File: src/rtl/fft_pkg.sv
// fft_pkg: shared constants and helpers for the FFT datapath.
// Quadrant codes and quarter-wave cosine table generation.
package fft_pkg;

  localparam int DATA_WIDTH_DEF = 18;
  localparam int LOG2_N_DEF     = 3;

  typedef enum logic [1:0] {
    Q0 = 2'd0,
    Q1 = 2'd1,
    Q2 = 2'd2,
    Q3 = 2'd3
  } quad_e;

  localparam longint PI_Q30 = 64'd3373259426;

  function automatic int tbl_depth(input int log2n);
    return (1 << (log2n - 2)) + 1;
  endfunction

  // round(cos(2*pi*i/N) * (2^mag_w - 1)), Taylor series in Q30
  function automatic longint qcos(
    input int i,
    input int log2n,
    input int mag_w
  );
    longint x;
    longint x2;
    longint term;
    longint acc;
    longint fs;
    longint r;
    x    = (PI_Q30 * longint'(i)) / (longint'(1) << (log2n - 1));
    x2   = (x * x) >>> 30;
    term = longint'(1) << 30;
    acc  = term;
    for (int n = 1; n < 16; n++) begin
      term = -(((term * x2) >>> 30) / longint'((2 * n - 1) * (2 * n)));
      acc  = acc + term;
    end
    fs = (longint'(1) << mag_w) - 1;
    r  = (acc * fs + (longint'(1) << 29)) >>> 30;
    if (r < 0) r = 0;
    return r;
  endfunction

endpackage

File: src/rtl/twiddle_qrom.sv
// twiddle_qrom: quarter-wave cosine table, two synchronous read ports.
// Contents are elaborated from the table generator; no reset on storage.
module twiddle_qrom
  import fft_pkg::*;
#(
  parameter int DATA_WIDTH = 17,
  parameter int ADDR_WIDTH = 2,
  parameter     INIT_FILE  = "twiddle_q_init.txt"
) (
  input  logic                  clk,
  input  logic                  en,
  input  logic [ADDR_WIDTH-1:0] addr_a,
  input  logic [ADDR_WIDTH-1:0] addr_b,
  output logic [DATA_WIDTH-1:0] q_a,
  output logic [DATA_WIDTH-1:0] q_b
);

  localparam int ROWS  = 1 << ADDR_WIDTH;
  localparam int DEPTH = tbl_depth(ADDR_WIDTH + 1);

  logic [DATA_WIDTH-1:0] rom [ROWS];

  for (genvar g = 0; g < ROWS; g++) begin : g_row
    localparam int IDX = (g < DEPTH) ? g : 0;
    localparam logic [DATA_WIDTH-1:0] V =
      (g < DEPTH) ? DATA_WIDTH'(qcos(IDX, ADDR_WIDTH + 1, DATA_WIDTH)) : '0;
    assign rom[g] = V;
  end

  always_ff @(posedge clk) begin
    if (en) begin
      q_a <= rom[addr_a];
      q_b <= rom[addr_b];
    end
  end

endmodule

File: src/rtl/twiddle_gen.sv
// twiddle_gen: FFT twiddle W_N^k = cos - j*sin from a quarter-wave table,
// 3-stage valid/ready pipeline with optional conjugate for the IFFT.
module twiddle_gen
  import fft_pkg::*;
#(
  parameter int DATA_WIDTH = DATA_WIDTH_DEF,
  parameter int LOG2_N     = LOG2_N_DEF,
  parameter     INIT_FILE  = "twiddle_q_init.txt"
) (
  input  logic                  clk,
  input  logic                  rst_n,
  input  logic                  in_valid,
  output logic                  in_ready,
  input  logic [LOG2_N-1:0]     k,
  input  logic                  inverse,
  output logic                  out_valid,
  input  logic                  out_ready,
  output logic [DATA_WIDTH-1:0] w_re,
  output logic [DATA_WIDTH-1:0] w_im,
  output logic [LOG2_N-1:0]     k_out
);

  localparam int AW = LOG2_N - 1;
  localparam int MW = DATA_WIDTH - 1;
  localparam logic [AW-1:0] QUARTER = AW'(1 << (LOG2_N - 2));

  logic          advance;
  logic [AW-1:0] r;

  logic              s1_valid_q;
  quad_e             s1_quad_q;
  logic [AW-1:0]     s1_a_q;
  logic [AW-1:0]     s1_b_q;
  logic              s1_inv_q;
  logic [LOG2_N-1:0] s1_k_q;

  logic              s2_valid_q;
  quad_e             s2_quad_q;
  logic              s2_inv_q;
  logic [LOG2_N-1:0] s2_k_q;
  logic [MW-1:0]     rom_a;
  logic [MW-1:0]     rom_b;

  logic signed [DATA_WIDTH-1:0] ca;
  logic signed [DATA_WIDTH-1:0] cb;
  logic signed [DATA_WIDTH-1:0] re_d;
  logic signed [DATA_WIDTH-1:0] im_m;
  logic signed [DATA_WIDTH-1:0] im_d;

  logic                  out_valid_q;
  logic [DATA_WIDTH-1:0] w_re_q;
  logic [DATA_WIDTH-1:0] w_im_q;
  logic [LOG2_N-1:0]     k_out_q;

  assign advance  = !out_valid_q || out_ready;
  assign in_ready = advance;

  if (LOG2_N > 2) begin : g_r
    assign r = AW'(k[LOG2_N-3:0]);
  end else begin : g_r0
    assign r = '0;
  end

  always_ff @(posedge clk or negedge rst_n) begin
    if (!rst_n) begin
      s1_valid_q <= 1'b0;
      s1_quad_q  <= Q0;
      s1_a_q     <= '0;
      s1_b_q     <= '0;
      s1_inv_q   <= 1'b0;
      s1_k_q     <= '0;
    end else if (advance) begin
      s1_valid_q <= in_valid;
      s1_quad_q  <= quad_e'(k[LOG2_N-1:LOG2_N-2]);
      s1_a_q     <= r;
      s1_b_q     <= QUARTER - r;
      s1_inv_q   <= inverse;
      s1_k_q     <= k;
    end
  end

  twiddle_qrom #(
    .DATA_WIDTH (MW),
    .ADDR_WIDTH (AW),
    .INIT_FILE  (INIT_FILE)
  ) u_rom (
    .clk    (clk),
    .en     (advance),
    .addr_a (s1_a_q),
    .addr_b (s1_b_q),
    .q_a    (rom_a),
    .q_b    (rom_b)
  );

  always_ff @(posedge clk or negedge rst_n) begin
    if (!rst_n) begin
      s2_valid_q <= 1'b0;
      s2_quad_q  <= Q0;
      s2_inv_q   <= 1'b0;
      s2_k_q     <= '0;
    end else if (advance) begin
      s2_valid_q <= s1_valid_q;
      s2_quad_q  <= s1_quad_q;
      s2_inv_q   <= s1_inv_q;
      s2_k_q     <= s1_k_q;
    end
  end

  assign ca = $signed({1'b0, rom_a});
  assign cb = $signed({1'b0, rom_b});

  // Magnitudes never reach -2^(W-1), so negation cannot overflow
  always_comb begin
    re_d = '0;
    im_m = '0;
    unique case (s2_quad_q)
      Q0: begin re_d = ca;  im_m = -cb; end
      Q1: begin re_d = -cb; im_m = -ca; end
      Q2: begin re_d = -ca; im_m = cb;  end
      Q3: begin re_d = cb;  im_m = ca;  end
      default: ;
    endcase
    im_d = s2_inv_q ? -im_m : im_m;
  end

  always_ff @(posedge clk or negedge rst_n) begin
    if (!rst_n) begin
      out_valid_q <= 1'b0;
      w_re_q      <= '0;
      w_im_q      <= '0;
      k_out_q     <= '0;
    end else if (advance) begin
      out_valid_q <= s2_valid_q;
      if (s2_valid_q) begin
        w_re_q  <= re_d;
        w_im_q  <= im_d;
        k_out_q <= s2_k_q;
      end
    end
  end

  assign out_valid = out_valid_q;
  assign w_re      = w_re_q;
  assign w_im      = w_im_q;
  assign k_out     = k_out_q;

endmodule

File: config.mk
export PLATFORM = sky130hd
export DESIGN_NAME = twiddle_gen
export DESIGN_NICKNAME = d
export VERILOG_FILES = /design/src/rtl/fft_pkg.sv /design/src/rtl/twiddle_qrom.sv /design/src/rtl/twiddle_gen.sv
export SDC_FILE = /design/constraint.sdc
export NUM_CORES = 1
export LEC_CHECK = 0
export BUFFER_PORTS_ARGS = -buffer_cell sky130_fd_sc_hd__buf_2
export CAP_MARGIN = 30
export CORE_AREA = 2 2 102 55
export CTS_CLUSTER_DIAMETER = 200
export DETAILED_ROUTE_END_ITERATION = 6
export DIE_AREA = 0 0 104 57
export HOLD_SLACK_MARGIN = 0.05
export PLACE_DENSITY_LB_ADDON = 0.25
export SYNTH_ARGS = -nofsm -noshare
export SYNTH_HDL_FRONTEND = slang
export SYNTH_SLANG_ARGS = --single-unit
export TNS_END_PERCENT = 5
File: constraint.sdc
create_clock -name clk -period 2.54 [get_ports clk]
set_input_delay 0 -clock clk [delete_from_list [all_inputs] [get_ports clk]]
set_output_delay 0 -clock clk [all_outputs]
set_load 0.005 [all_outputs]
==> results.md <==
- The fraction of the mapped netlist area in adder cells is 0.0366.
- The global routing usage on met2 is 0.173.
- The detailed placement HPWL is 2960 um.
- The ratio of final minimum period to clock period is 0.903.
- In this run the tightest slew margin relative to its limit is 0.438.
- The total count of hold-check failures in the final report was 0.
- The final max-slew violation count is 0.
- The required time at the worst-slack endpoint is 2.72 ns.
- The synthesized area divided by synthesized cell count is 11.0 um2.
- The clock transition at the register clock pins on the worst setup and hold paths after CTS is 0.08 ns.
- The initialized floorplan defines 19 standard-cell rows.
- The post-synthesis cell area is 2050 um2.
- The clock arrives with 0.00811 ns of skew.
- The floorplan step defined a die boundary enclosing 5930 um2.
- Entering global routing, the biggest net connects 39 pins.
- For the finished layout, the period the worst path requires is 2.29 ns.
- For this run, the register share of the synthesized area comes to 0.508.
- The number of nets handed over by synthesis was 200.
- The final weighted congestion of routability-driven global placement is 0.842.
- Leaving out fill and tap cells, the most frequent cell in the layout is buf_2.
- Of the post-synthesis cell area, the part taken by muxes is 0.0702.
- In the global route stage, overall resource usage came out at 0.150.
- The CTS H-tree depth is 2.
- The routed design has 4100 um of wire.
- The analysis attributes to cell leakage a power of 1.13 nW.
- Synthesis inferred 41 register bits.
- The critical path launch point type is a flop.
- Before antenna repair, the detailed router went through 4 iterations.
- Setup repair after global routing left no endpoint under its margin.
- VDD sags by at most 0.414 mV.
- The total global routing overflow is 0.
- The combinational family with the most area after synthesis is compound AO/OA/AOI/OAI gates.
- The region available for standard cell placement spans 5130 um2.
- The final layout net count is 242.
- During synthesis, Yosys emitted a total of 0 warnings.
- In this run the horizontal extent of the chip is 104 um.
- Setup violations remaining at the end of the flow were counted as 0.
- The detailed-route via count is 1415.
- The number of standard cells after synthesis is 186.
- The parity-gate share of the synthesized area counting xor and xnor cells is 0.0171.
- In this run the vertical extent of the chip is 57 um.
- The count of input and output buffers is 48.
- The per-cell via count in the routed design is 4.69.
- The initial antenna violation count is 0.
- The fraction of the mapped netlist area in simple logic gates is 0.0927.
- The start-to-end type of the worst setup path is flop to flop.
- For the worst setup path, the data arrival time is 2.48 ns.
- The maximum fanout count along the critical path is 6.
- The placed standard-cell area is 2230 um2.
- The post-route DRC violation count is 0.
- The flow ran to the end, and the final reports show no timing, DRC or antenna violations.
- In the layout the commonest cells are buf_2, dfrtp_1, nand2_1.
- The global-route track usage on met1 is 0.240.
- The max-capacitance violation count is 0.
- The quantity of gates resized following cts is 0.
- At the pin with the least slew margin, the transition time is 0.843 ns.
- The number of unique standard cell types used by synthesis is 42.
- The via count of the first global-routing pass is 1306.
- The compound-gate portion of the synthesized area is 0.168.
- The total of fill cells in the finished design is 493.
- For this run, global-route usage on met3 was measured as 0.0571.
- The TritonCTS sink count is 41.
- The area growth from synthesis to layout is 16.0%.
- In this run the power density over the cells is 1170 nW/um2.
- The first-iteration detailed-routing DRC count is 54.
- The worst min-delay path category is primary input to asynchronous set/reset pin.
- The cell area after layout is 2380 um2.
- The number of buffers between clock root and the deepest sink is 2.
- Summed over all failing endpoints, the final setup total negative slack is 0 ns.
- The fraction of layout instances using a drive strength above 1 is 0.345.
- The cell at the root of the clock tree is clkbuf_8.
- The number of antenna diodes in the final layout is 0.
- The busiest layer in global routing is met1.
- In the final routed layout, each cell accounts on average for 13.6 um.
- The number of clock buffers inserted by TritonCTS is 5.
- Once detail routing completed, the nets flagged for antenna violations numbered 0.
- For this design the top-level I/O count stands at 49.
- The first global-routing pass estimated 6760 um of wire.
- The peak clock frequency supported by timing is 436 MHz.
- Clock latency on the worst-skew pair, taken at its later pin, is 0.30 ns.
- STA classifies the critical path endpoint as a flop.
- TritonCTS built the clock tree.
- The initial cell density of the core is 0.399.
metrics by stage:
step / worst slack (ns) / utilization / hold slack, ns / power, W / std cells
2_1_floorplan: 0.467 / - / -0.296 / 0.00206 / 186
3_3_place_gp: 0.334 / 0.433 / 0.149 / 0.00238 / 287
3_5_place_dp: 0.238 / 0.433 / 0.162 / 0.00239 / 287
4_1_cts: 0.221 / 0.462 / 0.368 / 0.00282 / 301
5_1_grt: 0.00987 / 0.463 / 0.417 / 0.00304 / 302
6_report: 0.245 / 0.463 / 0.340 / 0.00280 / 302
routing by layer:
metal  routed length (um)  share of wire  vias to the layer above
met5                    0              0                        -
met4                   53          0.013                        0
met3                  303          0.074                        5
met2                 1400           0.34                       45
met1                 2350           0.57                      660
li1                     -              -                      705
cell families (layout without fill, tap and decap cells):
logic type,Yosys count,count (layout)
flip-flops,41,41
adder cells (fa/ha/maj),6,6
XOR/XNOR,4,4
AO/OA/AOI/OAI,49,49
AND/OR/NAND/NOR,41,41
multiplexers,12,12
buffers and inverters,33,76
path summary, 6_finish.rpt:
| check | cells past startpoint | endpoint | from | slack [ns] |
|---|---|---|---|---|
| worst max-delay path | 9 | w_im[4]$_DFFE_PN0P_ | u_rom.q_b[15]$_DFFE_PN_ | 0.25 |
| max in group asynchronous | 2 | k_out[0]$_DFFE_PN0P_ | rst_n | 1.67 |
| worst max register to register | 9 | w_im[4]$_DFFE_PN0P_ | u_rom.q_b[15]$_DFFE_PN_ | 0.25 |
| worst min-delay path | 2 | k_out[2]$_DFFE_PN0P_ | rst_n | 0.34 |
| min in group clk | 3 | s1_b_q[0]$_DFFE_PN0N_ | out_ready | 0.38 |
| worst min register to register | 2 | k_out[2]$_DFFE_PN0P_ | k_out[2]$_DFFE_PN0P_ | 0.48 |
what timing repair did:
item | in CTS | in global routing
endpoints found under the hold margin | 44 | 0
endpoints found under the setup margin | 0 | 1
hold buffers | 6 | 0
setup buffers | 0 | 1
synth_stat cells (all sizes together):
cell type,count,area (um2)
dfrtp,38,951
nand2,21,78.8
buf,19,148
o21ai,12,60.1
o21a,11,82.6
inv,9,33.8
mux2,9,101
a21oi,8,40.0
nor2,8,30.0
ha,6,75.1
clkbuf,5,38.8
nand2b,4,25.0
o211ai,4,45.1
a21o,3,23.8
edfxtp,3,90.1
mux2i,3,42.5
a211oi,2,15.0
and2,2,13.8
o22a,2,17.5
xnor2,2,17.5
xor2,2,17.5
a211o,1,8.76
a31o,1,8.76
a31oi,1,6.26
and3,1,6.26
nand3,1,5.00
nor3,1,5.00
nor4b,1,8.76
o21ba,1,10.0
o2bb2a,1,11.3
o2bb2ai,1,8.76
o31ai,1,7.51
or2,1,6.26
or3b,1,11.3
where the power goes:
group / total, W / internal [W] / switching [W]
Combinational: 0.00126 / 0.000614 / 0.000649
Clock: 0.000419 / 0.000190 / 0.000229
Sequential: 0.00111 / 0.000933 / 0.000181
critical path, stage by stage, from the launching register on:
cell and delay, ns:
edfxtp_1 0.44, inv_1 0.09, ha_1 0.32, mux2i_1 0.09, mux2_2 0.29, ha_1 0.23, and3_1 0.18, ha_1 0.28
a21oi_1 0.17, a21oi_1 0.10
layout make-up:
class	count	area (um2)	area share
Inverter	9	33.8	0.0142
Clock inverter	3	17.5	0.00736
Sequential cell	41	1040	0.437
Timing Repair Buffer	59	338	0.142
Tap cell	73	91.3	0.0384
Multi-Input combinational cell	112	790	0.332
Clock buffer	5	68.8	0.0289
state kept, by name, summed over array words and instances, names as in the netlist:
| name | count |
|---|---|
| u_rom.q_a | 1 |
| out_valid | 1 |
| s1_b_q | 2 |
| s2_valid_q | 1 |
| w_re | 5 |
| u_rom.q_b | 2 |
| s2_quad_q | 2 |
| s1_inv_q | 1 |
| s1_valid_q | 1 |
| w_im | 18 |
| k_out | 3 |
| s1_quad_q | 2 |
| s2_inv_q | 1 |
| s2_k_q | 1 |
(Power assumes the default switching activity.)
